$ cat src/rtl/vga_timing_ctrl_if.sv
// Frame-buffer read port of vga_timing_ctrl: registered strobe/address out,
// pixel data back one clock later.
interface vga_timing_ctrl_if #(
  parameter int ADDR_W = 19,
  parameter int RGB_W  = 16
) ();
  logic              rd_en;
  logic [ADDR_W-1:0] rd_addr;
  logic              rd_end;
  logic [RGB_W-1:0]  din;

  modport master (output rd_en, rd_addr, rd_end, input din);
  modport slave  (input rd_en, rd_addr, rd_end, output din);
endinterface

$ cat src/rtl/vga_timing_ctrl.sv
// Programmable VGA timing generator with windowed frame-buffer fetch and fill.
// Define VGA_TEST_PATTERN_EN to enable the bars/grid/solid fill generator.
module vga_timing_ctrl #(
  parameter int H_ACTIVE = 640,
  parameter int H_FP     = 16,
  parameter int H_SYNC   = 96,
  parameter int H_BP     = 48,
  parameter int V_ACTIVE = 480,
  parameter int V_FP     = 10,
  parameter int V_SYNC   = 2,
  parameter int V_BP     = 33,
  parameter int SYNC_POL = 0,
  parameter int RGB_W    = 16,
  parameter int WIN_X0   = 0,
  parameter int WIN_Y0   = 0,
  parameter int WIN_W    = 640,
  parameter int WIN_H    = 480,
  parameter int ADDR_W   = 19
) (
  input  logic              clk,
  input  logic              rst_n,
  input  logic [1:0]        mode,
  input  logic [RGB_W-1:0]  fill_rgb,
  vga_timing_ctrl_if.master fb,
  output logic              frame_start,
  output logic              vga_clk,
  output logic              vga_hys,
  output logic              vga_vys,
  output logic              vga_blank_n,
  output logic [RGB_W-1:0]  vga_rgb
);

  localparam int H_TOTAL  = H_ACTIVE + H_FP + H_SYNC + H_BP;
  localparam int V_TOTAL  = V_ACTIVE + V_FP + V_SYNC + V_BP;
  localparam int HC_W     = ($clog2(H_TOTAL) < 5) ? 5 : $clog2(H_TOTAL);
  localparam int VC_W     = ($clog2(V_TOTAL) < 5) ? 5 : $clog2(V_TOTAL);
  localparam int H_SYNC_S = H_ACTIVE + H_FP;
  localparam int H_SYNC_E = H_SYNC_S + H_SYNC;
  localparam int V_SYNC_S = V_ACTIVE + V_FP;
  localparam int V_SYNC_E = V_SYNC_S + V_SYNC;
  // Window edges clipped to the active area; an empty range disables fetch.
  localparam int WIN_XE   = (WIN_X0 + WIN_W > H_ACTIVE) ? H_ACTIVE : WIN_X0 + WIN_W;
  localparam int WIN_YE   = (WIN_Y0 + WIN_H > V_ACTIVE) ? V_ACTIVE : WIN_Y0 + WIN_H;
  localparam logic SYNC_ON = (SYNC_POL != 0);

  logic [HC_W-1:0]   h_cnt;
  logic [VC_W-1:0]   v_cnt;
  int                h_i, v_i;
  logic              at_origin, active, in_win, win_last, hs_on, vs_on;
  logic [ADDR_W-1:0] addr_cnt, addr_base;
  logic [RGB_W-1:0]  fill_pix;

  logic              rd_en_p1, rd_end_p1, active_p1, hs_p1, vs_p1;
  logic [ADDR_W-1:0] rd_addr_p1;
  logic [RGB_W-1:0]  fill_p1;

  assign vga_clk = ~clk;

  always_ff @(posedge clk) begin
    if (!rst_n) begin
      h_cnt <= '0;
      v_cnt <= '0;
    end else if (h_cnt == HC_W'(H_TOTAL - 1)) begin
      h_cnt <= '0;
      v_cnt <= (v_cnt == VC_W'(V_TOTAL - 1)) ? '0 : v_cnt + 1'b1;
    end else begin
      h_cnt <= h_cnt + 1'b1;
    end
  end

  assign h_i       = int'(h_cnt);
  assign v_i       = int'(v_cnt);
  assign at_origin = (h_cnt == '0) && (v_cnt == '0);
  assign active    = (h_i < H_ACTIVE) && (v_i < V_ACTIVE);
  assign in_win    = (h_i >= WIN_X0) && (h_i < WIN_XE) && (v_i >= WIN_Y0) && (v_i < WIN_YE);
  assign win_last  = in_win && (h_i == WIN_XE - 1) && (v_i == WIN_YE - 1);
  assign hs_on     = (h_i >= H_SYNC_S) && (h_i < H_SYNC_E);
  assign vs_on     = (v_i >= V_SYNC_S) && (v_i < V_SYNC_E);
  assign addr_base = at_origin ? '0 : addr_cnt;

`ifdef VGA_TEST_PATTERN_EN
  localparam int BAR_W = (H_ACTIVE / 8 < 1) ? 1 : H_ACTIVE / 8;
  localparam int B_W   = RGB_W / 3;
  localparam int G_W   = RGB_W - 2 * B_W;
  // {r,g,b} full-scale flags: white, yellow, cyan, green, magenta, red, blue, black
  localparam logic [23:0] BAR_CODES = {3'b111, 3'b110, 3'b011, 3'b010,
                                       3'b101, 3'b100, 3'b001, 3'b000};

  logic [1:0]       mode_q, mode_sel;
  logic [RGB_W-1:0] fill_q, fill_sel;

  function automatic logic [RGB_W-1:0] bar_color(input int col);
    int         idx;
    logic [2:0] c;
    idx = col / BAR_W;
    if (idx > 7) idx = 7;
    c = BAR_CODES[(7 - idx) * 3 +: 3];
    return {{B_W{c[2]}}, {G_W{c[1]}}, {B_W{c[0]}}};
  endfunction

  function automatic logic [RGB_W-1:0] pattern_pix(input logic [1:0] m,
                                                   input logic [RGB_W-1:0] solid,
                                                   input int col,
                                                   input logic [4:0] h_lo,
                                                   input logic [4:0] v_lo);
    case (m)
      2'd0:    return '0;
      2'd1:    return bar_color(col);
      2'd2:    return (h_lo == 5'd0 || v_lo == 5'd0) ? {RGB_W{1'b1}} : {RGB_W{1'b0}};
      default: return solid;
    endcase
  endfunction

  // The origin pixel already uses the value being latched, so a frame never mixes modes.
  assign mode_sel = at_origin ? mode : mode_q;
  assign fill_sel = at_origin ? fill_rgb : fill_q;
  assign fill_pix = pattern_pix(mode_sel, fill_sel, h_i, h_cnt[4:0], v_cnt[4:0]);

  always_ff @(posedge clk) begin
    if (!rst_n)         mode_q <= 2'd0;
    else if (at_origin) mode_q <= mode;
  end

  always_ff @(posedge clk) begin
    if (at_origin) fill_q <= fill_rgb;
  end
`else
  logic unused_pattern_in;
  assign unused_pattern_in = ^{mode, fill_rgb};
  assign fill_pix = '0;
`endif

  // Stage p1: fetch request and per-position flags
  always_ff @(posedge clk) begin
    if (!rst_n) begin
      rd_en_p1    <= 1'b0;
      rd_end_p1   <= 1'b0;
      rd_addr_p1  <= '0;
      addr_cnt    <= '0;
      frame_start <= 1'b0;
      active_p1   <= 1'b0;
      hs_p1       <= 1'b0;
      vs_p1       <= 1'b0;
    end else begin
      rd_en_p1    <= in_win;
      rd_end_p1   <= win_last;
      frame_start <= at_origin;
      active_p1   <= active;
      hs_p1       <= hs_on;
      vs_p1       <= vs_on;
      addr_cnt    <= in_win ? addr_base + 1'b1 : addr_base;
      if (in_win) rd_addr_p1 <= addr_base;
    end
  end

  always_ff @(posedge clk) begin
    fill_p1 <= fill_pix;
  end

  assign fb.rd_en   = rd_en_p1;
  assign fb.rd_end  = rd_end_p1;
  assign fb.rd_addr = rd_addr_p1;

  // Stage p2: DAC pins, fetched data merged with fill
  always_ff @(posedge clk) begin
    if (!rst_n) begin
      vga_hys     <= ~SYNC_ON;
      vga_vys     <= ~SYNC_ON;
      vga_blank_n <= 1'b0;
      vga_rgb     <= '0;
    end else begin
      vga_hys     <= hs_p1 ? SYNC_ON : ~SYNC_ON;
      vga_vys     <= vs_p1 ? SYNC_ON : ~SYNC_ON;
      vga_blank_n <= active_p1;
      vga_rgb     <= !active_p1 ? '0 : (rd_en_p1 ? fb.din : fill_p1);
    end
  end

endmodule
$ cat src/flat_wrapper.sv
// flat-port wrapper written by rule: the top's interface ports become plain ports
module vga_timing_ctrl_flat 
#(
  parameter int H_ACTIVE = 640,
  parameter int H_FP     = 16,
  parameter int H_SYNC   = 96,
  parameter int H_BP     = 48,
  parameter int V_ACTIVE = 480,
  parameter int V_FP     = 10,
  parameter int V_SYNC   = 2,
  parameter int V_BP     = 33,
  parameter int SYNC_POL = 0,
  parameter int RGB_W    = 16,
  parameter int WIN_X0   = 0,
  parameter int WIN_Y0   = 0,
  parameter int WIN_W    = 640,
  parameter int WIN_H    = 480,
  parameter int ADDR_W   = 19
)
  (clk, rst_n, mode, fill_rgb, frame_start, vga_clk, vga_hys, vga_vys, vga_blank_n, vga_rgb, fb_rd_en, fb_rd_addr, fb_rd_end, fb_din);
  vga_timing_ctrl_if #(.ADDR_W(ADDR_W), .RGB_W(RGB_W)) fb_i ();
  input  logic clk;
  input  logic rst_n;
  input  logic [1:0] mode;
  input  logic [RGB_W-1:0] fill_rgb;
  output logic frame_start;
  output logic vga_clk;
  output logic vga_hys;
  output logic vga_vys;
  output logic vga_blank_n;
  output logic [RGB_W-1:0] vga_rgb;
  output wire logic [$bits(fb_i.rd_en)-1:0] fb_rd_en;
  output wire logic [$bits(fb_i.rd_addr)-1:0] fb_rd_addr;
  output wire logic [$bits(fb_i.rd_end)-1:0] fb_rd_end;
  input wire logic [$bits(fb_i.din)-1:0] fb_din;
  assign fb_rd_en = fb_i.rd_en;
  assign fb_rd_addr = fb_i.rd_addr;
  assign fb_rd_end = fb_i.rd_end;
  assign fb_i.din = fb_din;
  vga_timing_ctrl #(.H_ACTIVE(H_ACTIVE), .H_FP(H_FP), .H_SYNC(H_SYNC), .H_BP(H_BP), .V_ACTIVE(V_ACTIVE), .V_FP(V_FP), .V_SYNC(V_SYNC), .V_BP(V_BP), .SYNC_POL(SYNC_POL), .RGB_W(RGB_W), .WIN_X0(WIN_X0), .WIN_Y0(WIN_Y0), .WIN_W(WIN_W), .WIN_H(WIN_H), .ADDR_W(ADDR_W)) u_core (.clk(clk), .rst_n(rst_n), .mode(mode), .fill_rgb(fill_rgb), .fb(fb_i), .frame_start(frame_start), .vga_clk(vga_clk), .vga_hys(vga_hys), .vga_vys(vga_vys), .vga_blank_n(vga_blank_n), .vga_rgb(vga_rgb));
endmodule
$ cat config.mk
export PLATFORM = sky130hd
export DESIGN_NAME = vga_timing_ctrl_flat
export DESIGN_NICKNAME = d
export VERILOG_FILES = /design/src/rtl/vga_timing_ctrl_if.sv /design/src/rtl/vga_timing_ctrl.sv /design/src/flat_wrapper.sv
export SDC_FILE = /design/constraint.sdc
export NUM_CORES = 1
export LEC_CHECK = 0
export CORE_AREA = 8 8 88 90
export DETAILED_ROUTE_END_ITERATION = 6
export DIE_AREA = 0 0 96 98
export MAX_ROUTING_LAYER = met4
export PLACE_DENSITY_LB_ADDON = 0.08
export SYNTH_ARGS = -nofsm -noshare
export SYNTH_HDL_FRONTEND = slang
export SYNTH_SLANG_ARGS = --single-unit
$ cat constraint.sdc
create_clock -name clk -period 4.2 [get_ports clk]
set_input_delay 0.84 -clock clk [delete_from_list [all_inputs] [get_ports clk]]
set_output_delay 0.84 -clock clk [all_outputs]
set_load 0.01 [all_outputs]
Word-level counts from Yosys, hierarchy flattened. Cells that the tools add are included.

Add/subtract/negate cells: 3. Reductions and logical operators: 13. Muxes and demuxes: 5. Order comparisons: 8. Bitwise gates (word level): 2. Equal/unequal tests: 4.

Operators with widths (count): $eq A10 B10 Y1 const B (4); $mux W19 (2); $add A10 B1 Y10 const B (2); $ge A10 B1 Y1 const B (2); $logic_not A10 Y1 (2); $lt A10 B10 Y1 const B (2); $lt A10 B9 Y1 const B (2); $add A19 B1 Y19 const B (1); $ge A10 B10 Y1 const B (1); $ge A10 B9 Y1 const B (1); $mux W10 (1); $logic_and A1 B1 Y1 (9); $reduce_and A3 Y1 (1); $mux W1 (2); $not A1 Y1 (2); $reduce_or A2 Y1 (1).

Word-level logic and storage cells: 49. Input port bits: 36. Output and inout port bits: 42. Register bits after elaboration: 83.

Depth between registers and ports, before layout. Gate-level depths: netlist (run 1).

Word-level depth: 6. Mapped depth: 12. Depth with buffers taken out: 11.

==> out/qor.csv, run 1 <==
stage,metric,value,unit
run_status,status,"complete, no violations",
grt,GRT Util Overall,15.8,%
floorplanning,die area,9410,um^2
setup_path,required time of the worst setup path,3.36,ns
setup_path,CP Capture Type,primary output,
yosys,Synth top area share,49.9,%
power,static leakage,1.47,nW
power,PD cells,359,nW/um^2
floorplanning,Die Wd,96,um
yosys,"EDFF count, synth",0,
yosys,Synth area leaders,"dfxtp_1 50%, nand3_1 5.3%, xnor2_1 4.5%",
detailed_routing,post-route ant nets,0,
cts,clock root buffer,clkbuf_8,
cts,worst skew pair latency,0.35,ns
sta,max-slew violations,0,
cts,CTS Hold Bufs,0,
finish,antenna cell count,0,
sta,worst rel slew slack,32.5,%
cts,post-CTS sizing,0,
setup_path,crit-path leading delay family,buffers and inverters,
yosys,most area-hungry cell type in the Yosys netlist,dfxtp_1,
placed_design,pre-CTS setup slack,0.719,ns
cts,CTS tree,done,
cts,clk slew on worst S/H paths,0.07,ns
setup_path,worst-path cell chain,"clkbuf_8, clkbuf_8, inv_1, clkdlybuf4s50_1",
setup_path,WP buf/inv,4,
yosys,register area share after synthesis,49.9,%
yosys,warnings from Yosys,0,
yosys,"Net Count, Synth",406,
finish,Final #Nets,458,
sta,Final Setup Violations,0,
floorplanning,number of I/O pins,78,
placed_design,DP HPWL,4.72,mm
setup_path,CP peak stage delay,0.53,ns
floorplanning,row count,30,
cts,H-tree depth,3,
placed_design,RD Place Congestion,0.859,
yosys,ys flop type,dfxtp_1,
yosys,Post-Synthesis Mean Instance Area,9.01,um^2
setup_path,slowest CP cell,clkdlybuf4s50_1,
grt,Overflow after GRT,0,
setup_path,Setup CP Type,clk -> out,
finish,"non-filler cells, final",502,
setup_path,critical path arrival,3.03,ns
sta,actual slew at the worst max-slew pin,1.01,ns
sta,final worst slack,0.335,ns
yosys,post-synthesis cell count,365,
detailed_routing,Pre-antenna DRT Iters,4,
setup_path,CP max FO,12,
worst_hold_path,worst hold path type,reg -> reg,
yosys,Post-synth top cells,"82 x dfxtp_1, 39 x nor2_1, 38 x nand2_1",
grt,largest net degree at the start of global routing,29,
detailed_routing,via density per instance,5.40,
power,peak supply drop,0.331,mV
grt,first-pass GRT wire length,11.7,mm
cts,Clock Tree Buf Depth,2,
setup_path,Most common cell on crit path,clkbuf_8,
yosys,Synth Register Bits,82,
finish,share of cells above drive strength 1,6.40,%
detailed_routing,WL final,6.98,mm
yosys,Syn Std Cell Area,3290,um^2
placed_design,I/O Buffers,59,
floorplanning,Die Y,98,um
cts,cts bufs inserted,9,
setup_path,Startpoint Class,clock port,
finish,Layout area overhead,24.0,%
grt,initial antenna violation count,0,
detailed_routing,DR vias,2712,
yosys,ys async rst share,0,%
floorplanning,Initial Utilization,50.7,%
detailed_routing,number of DRC markers in iteration 0,100,
detailed_routing,drt wl/cell,13.9,um
sta,Fin. Hold Viols,0,
cts,Post-CTS Setup Bufs,0,
grt,vias in the first global route,2563,
sta,Setup TNS,0,ns
yosys,top-count cell post-synth,dfxtp_1,
flow_run,MaxCap Viol Count,0,
sta,RSZ-0062 raised after global routing,no,
sta,final hold slack,0.379,ns
floorplanning,Core Area,6490,um^2
detailed_routing,# DRC,0,
yosys,"Distinct cells, synth",42,
sta,clock skew,0.0126,ns
placed_design,placed cells,486,
[per-stage QoR]
| step | instance area [um^2] | util, % | total power, mW |
|---|---|---|---|
| 4_1_cts | 4080 | 62.8 | 1.48 |
| 5_1_grt | 4080 | 62.8 | 1.53 |
| 6_report | 4080 | 62.8 | 1.46 |
| 3_3_place_gp | 3890 | 59.9 | 0.936 |
| 3_5_place_dp | 3890 | 59.9 | 0.938 |
| 2_1_floorplan | 3290 | - | 0.875 |
[cell type report]
cell class,count,area [um^2]
fill,591,2420
sequential,82,1640
multi-input combinational,257,1530
timing repair buffer,59,588
clock buffer,12,141
tap,80,100
clock inverter,6,57.6
inverter,6,22.5
[flip-flops by register name (all words and copies together) (netlist names)]
name,count
u_core.addr_cnt,19
u_core.fb.rd_addr,19
u_core.vga_rgb,16
u_core.h_cnt,10
u_core.v_cnt,10
u_core.fb.rd_en,1
u_core.fb.rd_end,1
u_core.frame_start,1
u_core.hs_p1,1
u_core.vga_blank_n,1
u_core.vga_hys,1
u_core.vga_vys,1
u_core.vs_p1,1
[final timing paths]
kind                              start                             end  slack, ns  depth (start not counted)
max                                 clk                         vga_clk       0.33                          4
min             u_core.vs_p1$_SDFF_PN0_       u_core.vga_vys$_SDFF_PN1_       0.38                          1
max reg2reg  u_core.h_cnt[0]$_SDFF_PP0_  u_core.addr_cnt[16]$_SDFF_PN0_       1.34                         11
min reg2reg     u_core.vs_p1$_SDFF_PN0_       u_core.vga_vys$_SDFF_PN1_       0.38                          1
[cells in the final DEF, fill, tap and decap left out, drive strengths merged, types with 12 or more instances in the layout]
cell and instances:
a21oi 22, and3 23, clkdlybuf4s50 59, dfxtp 82, nand2 39, nand3 36
nand4 14, nor2 42, nor3 12, xnor2 17, xor2 13
[layer usage]
layer  GRT usage [%]  routed length [um]  vias to the layer above
li1                -                   -                     1356
met1            19.5                3260                     1265
met4            8.64                 162                        0
met3            3.53                 466                       14
met2            23.1                3090                       77
met5               -                   0                        -
[report_power, final]
group	internal (mW)	switching [mW]	total (mW)
Clock	0.290	0.283	0.573
Sequential	0.791	0.00982	0.801
Combinational	0.0429	0.0471	0.0900
[cells by family after synthesis]
logic type / synth area share, %
simple gates: 31.4
fa+ha+maj: 1.90
xor+xnor: 7.99
mux: 0.304
compound gates: 4.79
buf+inv: 3.69
flops: 49.9
No activity file was read; power rests on OpenSTA's default activity.
==> run 2: changes to the inputs <==
--- a/config.mk
+++ b/config.mk
@@ -5,9 +5,9 @@
 export SDC_FILE = /design/constraint.sdc
 export NUM_CORES = 1
 export LEC_CHECK = 0
-export CORE_AREA = 8 8 88 90
+export CORE_AREA = 2 2 82 84
 export DETAILED_ROUTE_END_ITERATION = 6
-export DIE_AREA = 0 0 96 98
+export DIE_AREA = 0 0 84 86
 export MAX_ROUTING_LAYER = met4
 export PLACE_DENSITY_LB_ADDON = 0.08
 export SYNTH_ARGS = -nofsm -noshare
==> run 2 against run 1 <==
Clock skew shrank 0.0074 ns. Wire length shrank 6.4%. Critical path depth is the same. Sequential power is essentially flat. Largest power group unchanged.
==> out/qor.csv, run 2 (synthesized netlist as in run 1, its figures left out) <==
stage,metric,value,unit,change
cts,clock root buffer,clkbuf_8,,
finish,"leading cell type in the layout, fill and taps excluded",dfxtp_1,,
sta,max-slew violations,0,,unchanged
cts,H-tree depth,3,,unchanged
floorplanning,Core Area,6280,um^2,-3.3%
finish,share of cells above drive strength 1,6.64,%,+0.24 points
setup_path,critical path arrival,3.00,ns,-0.03 ns
setup_path,Setup CP Type,clk -> out,,
cts,clk slew on worst S/H paths,0.08,ns,about the same
finish,final instance area,4080,um^2,+0.15%
detailed_routing,post-route ant nets,0,,unchanged
sta,clock skew,0.00516,ns,-0.00742 ns
detailed_routing,Pre-antenna DRT Iters,4,,unchanged
sta,Setup TNS,0,ns,unchanged
sta,Final Setup Violations,0,,unchanged
worst_hold_path,worst hold start,u_core.hs_p1$_SDFF_PN0_,,
grt,largest net degree at the start of global routing,29,,unchanged
setup_path,reg2reg start,u_core.h_cnt[0]$_SDFF_PP0_,,
power,switching part of the total,22.9,%,-0.35 points
finish,final core occ,65.1,%,+2.3 points
grt,vias in the first global route,2442,,-4.7%
setup_path,CP max FO,13,,+1
power,sequential share of power,54.0,%,-0.7 points
power,Net Switching,339,uW,-0.34%
power,P_int,1.14,mW,+1.6%
cts,worst skew pair latency,0.35,ns,about the same
power,peak supply drop,0.210,mV,-37%
flow_run,MaxCap Viol Count,0,,unchanged
sta,RSZ-0062 raised after global routing,no,,
placed_design,I/O Buffers,59,,unchanged
placed_design,placed cells,483,,-0.62%
grt,Overflow after GRT,0,,unchanged
placed_design,pre-CTS setup slack,0.719,ns,unchanged
placed_design,DP HPWL,4.34,mm,-8.1%
cts,post-CTS sizing,0,,unchanged
floorplanning,die area,7220,um^2,-23%
grt,first-pass GRT wire length,11.4,mm,-2.7%
detailed_routing,number of DRC markers in iteration 0,158,,+58%
detailed_routing,drt wl/cell,13.1,um,-5.9%
cts,cts bufs inserted,9,,unchanged
sta,Fin. Hold Viols,0,,unchanged
floorplanning,number of I/O pins,78,,unchanged
worst_hold_path,Hold Path Cell Cnt,1,,unchanged
floorplanning,Initial Utilization,52.4,%,+1.7 points
setup_path,Startpoint Class,clock port,,
floorplanning,row count,29,,-3.3%
floorplanning,Die Wd,84,um,-13%
detailed_routing,DR vias,2655,,-2.1%
finish,fill count,543,,-8.1%
sta,worst rel slew slack,34.5,%,+2.0 points
setup_path,CP startpoint,clk,,
finish,Layout area overhead,24.2,%,
setup_path,r2r worst-path depth,11,,unchanged
worst_hold_path,worst hold path type,reg -> reg,,
grt,GRT Util Overall,19.7,%,+3.9 points
power,Clock Power Share,39.9,%,+0.8 points
cts,CTS tree,done,,
placed_design,placed cell area,3890,um^2,about the same
sta,actual slew at the worst max-slew pin,0.980,ns,-0.0295 ns
grt,initial antenna violation count,0,,unchanged
detailed_routing,WL final,6.53,mm,-6.4%
finish,Final #Nets,458,,unchanged
cts,Clock Tree Buf Depth,2,,unchanged
run_status,status,"complete, no violations",,
cts,Post-CTS Setup Bufs,0,,unchanged
finish,"non-filler cells, final",499,,-0.60%
sta,final worst slack,0.358,ns,+0.0227 ns
power,PD cells,363,nW/um^2,+1.0%
detailed_routing,# DRC,0,,unchanged
setup_path,required time of the worst setup path,3.36,ns,about the same
setup_path,CP Capture Type,primary output,,
finish,most frequent cells in the layout,"82 x dfxtp_1, 59 x clkdlybuf4s50_1, 39 x nor2_1",,
power,static leakage,1.48,nW,+0.38%
cts,CTS Hold Bufs,0,,unchanged
floorplanning,Die Y,86,um,-12%
finish,antenna cell count,0,,unchanged
detailed_routing,via density per instance,5.32,,-1.5%
placed_design,RD Place Congestion,0.827,,-3.7%
power,Combinational Power Share,6.1,%,about the same
## run 2: stage by stage
stage                     power (mW)  hold WS [ns]
after floorplan                0.875         0.352
after global placement         0.935         0.354
after detailed placement       0.936         0.356
after CTS                       1.50         0.371
after global routing            1.55         0.388
final                           1.48         0.372
## run 2: routing by layer
metal / global-route usage [%] / vias up / wire length [um]
li1: - / 1360 / -
met1: 25.7 / 1221 / 3220
met2: 30.1 / 64 / 2900
met3: 4.23 / 10 / 295
met4: 7.48 / 0 / 110
met5: - / - / 0
## run 2: layout make-up
class / count / area [um^2] / share of cell area [%]
Clock buffer: 13 / 155 / 3.80
Clock inverter: 5 / 53.8 / 1.32
Inverter: 6 / 22.5 / 0.551
Multi-Input combinational cell: 257 / 1530 / 37.4
Sequential cell: 82 / 1640 / 40.2
Tap cell: 77 / 96.3 / 2.36
Timing Repair Buffer: 59 / 588 / 14.4
## run 2: critical path: stages
cell,delay (ns)
clkbuf_8,0.16
clkbuf_8,0.17
inv_1,0.05
clkdlybuf4s50_1,0.52
## run 2: final timing paths
| check | endpoint | slack, ns |
|---|---|---|
| min | u_core.vga_hys$_SDFF_PN1_ | 0.37 |
| min reg2reg | u_core.vga_hys$_SDFF_PN1_ | 0.37 |
| max reg2reg | u_core.addr_cnt[12]$_SDFF_PN0_ | 1.40 |
| max | vga_clk | 0.36 |
## run 2: power by group through the flow
stage	Combinational [mW]	Clock [mW]	Sequential (mW)
2_1_floorplan	0.0438	0.00936	0.822
3_3_place_gp	0.0893	0.0275	0.819
3_5_place_dp	0.0901	0.0275	0.819
4_1_cts	0.0907	0.605	0.800
5_1_grt	0.0989	0.647	0.803
6_report	0.0898	0.591	0.800
